File: config.mk
export PLATFORM = sky130hd
export DESIGN_NAME = mem_port_arbiter
export DESIGN_NICKNAME = d
export VERILOG_FILES = /design/src/rtl/mem_port_arbiter.sv
export SDC_FILE = /design/constraint.sdc
export NUM_CORES = 1
export LEC_CHECK = 0
export CAP_MARGIN = 20
export CORE_MARGIN = 5
export CORE_UTILIZATION = 45
export CTS_BUF_LIST = sky130_fd_sc_hd__clkbuf_2
export DETAILED_ROUTE_END_ITERATION = 10
export PLACE_DENSITY = 0.86
export SLEW_MARGIN = 20
export SYNTH_ARGS = -nofsm -noshare
export SYNTH_HDL_FRONTEND = slang
export SYNTH_SLANG_ARGS = --single-unit
File: constraint.sdc
create_clock -name clk -period 4 [get_ports clk]
set_input_delay 0.6 -clock clk [delete_from_list [all_inputs] [get_ports clk]]
set_output_delay 0.6 -clock clk [all_outputs]
set_load 0.05 [all_outputs]
File: src/rtl/mem_port_arbiter.sv
// Arbitrates one single-ported memory between icache fetch and dcache data requesters.
// Data wins by default; a starvation counter forces a fetch grant after STARVE_LIMIT data grants.
module mem_port_arbiter #(
  parameter int ADDR_W       = 32,
  parameter int DATA_W       = 32,
  parameter int STARVE_LIMIT = 4
) (
  input  logic                clk,
  input  logic                rst,
  input  logic                i_req,
  input  logic [ADDR_W-1:0]   i_addr,
  output logic [DATA_W-1:0]   i_rdata,
  output logic                i_done,
  input  logic                d_req,
  input  logic [ADDR_W-1:0]   d_addr,
  input  logic [DATA_W/8-1:0] d_we,
  input  logic [DATA_W-1:0]   d_wdata,
  output logic [DATA_W-1:0]   d_rdata,
  output logic                d_done,
  output logic                mem_req_valid,
  input  logic                mem_req_ready,
  output logic [ADDR_W-1:0]   mem_addr,
  output logic [DATA_W/8-1:0] mem_we,
  output logic [DATA_W-1:0]   mem_din,
  input  logic                mem_resp_valid,
  input  logic [DATA_W-1:0]   mem_dout,
  output logic                busy
);
  localparam int BE_W = DATA_W / 8;
  localparam int CW   = (STARVE_LIMIT < 1) ? 1 : $clog2(STARVE_LIMIT + 1);
  localparam logic [CW-1:0] LIM = CW'(STARVE_LIMIT);

  typedef enum logic [1:0] {IDLE, REQ, RESP} state_t;

  typedef struct packed {
    logic [ADDR_W-1:0] addr;
    logic [BE_W-1:0]   we;
    logic [DATA_W-1:0] wdata;
  } mem_req_t;

  state_t        state, state_nxt;
  mem_req_t      req_q, req_win;
  logic          gnt_i;
  logic [CW-1:0] starve_cnt;
  logic          pick_i, grant_now, resp_now;

  assign grant_now = (state == IDLE) && (i_req || d_req);
  assign pick_i    = i_req && (!d_req || starve_cnt >= LIM);
  assign resp_now  = (state == RESP) && mem_resp_valid;

  always_comb begin
    req_win.addr  = d_addr;
    req_win.we    = d_we;
    req_win.wdata = d_wdata;
    if (pick_i) begin
      req_win.addr  = i_addr;
      req_win.we    = '0;
      req_win.wdata = '0;
    end
  end

  always_ff @(posedge clk or negedge rst) begin
    if (!rst) state <= IDLE;
    else      state <= state_nxt;
  end

  always_comb begin
    state_nxt = state;
    case (state)
      IDLE:    if (i_req || d_req)  state_nxt = REQ;
      REQ:     if (mem_req_ready)   state_nxt = RESP;
      RESP:    if (mem_resp_valid)  state_nxt = IDLE;
      default:                      state_nxt = IDLE;
    endcase
  end

  // Payload, grant owner and starvation count only move at grant time
  always_ff @(posedge clk or negedge rst) begin
    if (!rst) begin
      req_q      <= '0;
      gnt_i      <= 1'b0;
      starve_cnt <= '0;
    end else if (grant_now) begin
      req_q <= req_win;
      gnt_i <= pick_i;
      if (!pick_i && i_req)
        starve_cnt <= (starve_cnt >= LIM) ? LIM : starve_cnt + 1'b1;
      else
        starve_cnt <= '0;
    end
  end

  always_ff @(posedge clk or negedge rst) begin
    if (!rst) begin
      i_done  <= 1'b0;
      d_done  <= 1'b0;
      i_rdata <= '0;
      d_rdata <= '0;
    end else begin
      i_done <= resp_now && gnt_i;
      d_done <= resp_now && !gnt_i;
      if (resp_now && gnt_i) i_rdata <= mem_dout;
      // Writes also get a response, but must not disturb the held read data
      if (resp_now && !gnt_i && req_q.we == '0) d_rdata <= mem_dout;
    end
  end

  assign mem_req_valid = (state == REQ);
  assign busy          = (state != IDLE);
  assign mem_addr      = req_q.addr;
  assign mem_we        = req_q.we;
  assign mem_din       = req_q.wdata;

endmodule

* Word-level counts from Yosys, hierarchy flattened *
Cells that the tools add are included.

word-level totals
  word-level logic and storage cells = 40
  output and inout port bits = 136
  input port bits = 138
  register bits after elaboration = 140

cells by class
  multiplexer cells = 7
  magnitude comparators = 1
  reduce and logical (&&, ||, !) cells = 16
  equality and inequality tests = 5
  add/sub/neg operators = 1

operators with widths
  kind                   count
  $mux W68               1
  $logic_and A1 B1 Y1    7
  $mux W2                3
  $mux W3                2
  $pmux W2 S3            1
  $logic_not A4 Y1       1
  $ne A2 B1 Y1 const B   2
  $add A3 B1 Y3 const B  1
  $ge A3 B3 Y1 const B   1
  $logic_not A1 Y1       3
  $reduce_and A3 Y1      1
  $eq A2 B1 Y1 const B   1
  $eq A2 B2 Y1 const B   1
  $logic_not A2 Y1       1
  $logic_or A1 B1 Y1     2
  $ne A2 B2 Y1 const B   1
  $reduce_bool A2 Y1     1

* Logic depth before layout (Yosys ltp) *
  depth in word-level cells = 6
  depth in mapped cells = 7

* Least setup slack after synthesis *
Ideal clock, no wire load.

  kind = reg-to-output
  start = register state[0]
  end = output busy
  path slack = 2.129 ns
  required time = 3.400 ns
  stages on the path, launching flop included = 5
  arrival = 1.271 ns
  cell sequence = dfrtp_1 nor2_1 buf_2 buf_1 inv_1

on the way
  cells in the longest elaborated chain, start to end = 1

RTL lines
  what                      RTL line  source
  start: declaration        41        state_t state, state_nxt;
  start signal: assignment  64        else state <= state_nxt;
  $reduce_bool A2 Y1        109       assign busy = (state != IDLE);
  end: declaration          27        output logic busy

Every way passes these cells.

* Worst setup path after layout *
Same ends and word-level chain as after synthesis.

==> impl_results.md <==
- RSZ-0062 raised after global routing: false
- Commonest non-fill, non-tap cell in the layout: clkdlybuf4s50_1
- Async set-reset flop share out of synthesis: 100%
- Storage cell area: 3500 um2
- Switching part of the total: 51.0%
- Critical path type: flop to output port
- Core ar.: 12500 um2
- Clock group share of total power: 9.6%
- Reg clk slew, reported paths: 0.23 ns
- Vias/cell: 5.27
- Worst EP arrival: 2.42 ns
- Worst slew pin tran: 0.988 ns
- Initial core utilization: 45.4%
- Post-CTS setup buffers: 0
- Drt wl/cell: 18.6 um
- Worst Setup Start Kind: flop
- Pleak: 3.70 nW
- Initial antenna violation count: 0
- P&R area growth vs syn: 53.2%
- Crit path time final: 3.02 ns
- Synth Register Bits: 140
- Vias in the first global route: 4862
- Relative slew margins: 34.1%
- Cell area power density: 921 nW/um2
- Post-CTS resize count: 0
- Fillers: 887
- Synth Flop Type: dfrtp_1
- Fin util: 69.5%
- Clk sinks: 140
- Total CTS buffers: 17
- Total Neg Setup Slack: 0 ns
- Syn Area/Cell: 12.9 um2
- IO Pins: 274
- Site Rows: 41
- Via count: 4668
- Setup violators final: 0
- First-pass GRT wire length: 25300 um
- Required time of the critical path: 3.40 ns
- H-tree level count: 4
- CTS Hold Bufs: 0
- Top area cells in the synthesized netlist: dfrtp_1, mux2_2, a22o_1, a31oi_1, nand3_1
- Root Driver: clkbuf_2
- Syn_nets: 579
- Final nets: 841
- Grt ovf: 0
- N_diodes: 0
- Peak VDD IR: 506 uV
- Pre-antenna DRT Iters: 4
- Flop pwr share: 30.3%
- Share of the synthesized area in the top cell type: 62.0%
- Die area: 14900 um2
- Post-synthesis instance total: 439
- Number of synthesized flops with an enable pin: 0
- Final slew viol count: 0
- Die Y: 122 um
- R2R Setup Slk: 1.89 ns
- Total GRT Usage: 21.8%
- Logic gate share of total power: 60.1%
- Final Cycle Share: 75.5%
- HPWL Detailed: 12200 um
- Fmax: 331 MHz
- Status: finished, final reports clean
- Hold Crit Class: input pin to asynchronous set/reset pin
- Starting DRT DRC Count: 306
- Maxcap violations: 0
- Chip Width: 122 um
- PortBufs: 273
- Commonest cells after routing, fill and taps aside: clkdlybuf4s50_1, dfrtp_1, mux2_2
- Drt drc: 0
- Cell variety after synth: 27
- Pint: 3.91 mW
- GPL Wtd Cong: 0.876
- Final Hold Fails: 0
- Area of the multi-input gates: 1890 um2
- Skew-Pair Late Insertion Delay: 0.67 ns
- Post-Syn Area: 5650 um2
- CTS tree: built
- Yosys top cell by area: dfrtp_1
- Clock Skew: 0.0450 ns
- P_sw: 4.07 mW
- Syn. warnings: 0
- Largest net degree at the start of global routing: 126
- Worst Setup End Kind: output port
- Seq/Total Area, Yosys: 62.0%
- Detailed Route WL: 16500 um
- Post-route ant nets: 0
- Fraction of layout cells with a size suffix above 1: 15.7%
- Maximum buffer depth of the clock tree: 2
- Crit-path max FO: 39
## registers in the layout, indices dropped and copies added (netlist names)
register	flops
d_done	1
mem_din	32
starve_cnt	3
state	2
d_rdata	32
i_rdata	32
gnt_i	1
i_done	1
mem_addr	32
mem_we	4
## final timing paths
| check | startpoint | to | cells after the start |
|---|---|---|---|
| worst max-delay path | state[0] | busy | 4 |
| worst min-delay path | rst | d_rdata[13] | 1 |
| worst max register to register | state[0] | mem_we[0] | 5 |
| worst min register to register | d_rdata[2] | d_rdata[2] | 1 |
| max in group asynchronous | rst | mem_din[6] | 2 |
| min in group clk | i_addr[16] | mem_addr[16] | 3 |
## power groups by stage
stage                     Combinational, mW  Sequential [mW]  Clock [mW]
after floorplan                        1.06             4.52           0
after global placement                 4.75             2.41           0
after detailed placement               4.83             2.44           0
after CTS                              4.83             2.42       0.790
after global routing                   5.00             2.49       0.841
final                                  4.80             2.42       0.764
## synthesized netlist by cell type, types with 2 or more instances
cell type / number
nand2b_1: 2
clkbuf_1: 18
a31oi_1: 32
inv_1: 8
o21ai_0: 34
buf_2: 10
a22o_1: 37
buf_6: 9
ha_1: 2
nor2b_1: 2
nand3_1: 34
buf_4: 2
nand2_1: 2
a21oi_1: 32
dfrtp_1: 140
mux2_2: 64
## layer usage
layer  vias to the layer above  GRT usage (%)  part of all wire [%]
met5                         -              0                     0
met4                         0           7.49                   1.5
met3                        18           7.20                    10
met2                       239           36.0                    49
met1                      2265           27.0                    39
li1                       2146              -                     -
## area by class of cell
class / instances / area share [%]
sequential: 140 / 40.4
clock buffer: 17 / 0.982
multi-input combinational: 251 / 21.8
tap: 172 / 2.48
inverter: 8 / 0.347
clock inverter: 15 / 1.47
timing repair buffer: 283 / 32.5
## per-stage QoR
step           std cells  hold slack (ns)  instance area (um2)  setup slack (ns)  power [mW]
5_1_grt              886           0.0453                 8660             0.815        8.33
4_1_cts              886           0.0628                 8660             0.920        8.04
3_3_place_gp         854            0.485                 8450              1.14        7.16
2_1_floorplan        439            0.304                 5650              2.13        5.57
3_5_place_dp         854            0.492                 8450              1.01        7.27
6_report             886           0.0341                 8660             0.981        7.98
## critical path, cell delays in order, from the launching register on
cell and delay [ns]:
dfrtp_1 0.47, nor2_2 0.12, buf_4 0.36, inv_1 0.07
clkdlybuf4s50_1 0.72
## kinds of logic (layout without fill, tap and decap cells)
logic type / Yosys count / in the layout / share of synthesized area [%]
buffers and inverters: 48 / 323 / 4.74
flip-flops: 140 / 140 / 62.0
adder cells (fa/ha/maj): 2 / 2 / 0.443
multiplexers: 65 / 65 / 12.9
AND/OR/NAND/NOR: 46 / 46 / 4.32
AO/OA/AOI/OAI: 138 / 138 / 15.6
Power figures use the tool's default switching activity.
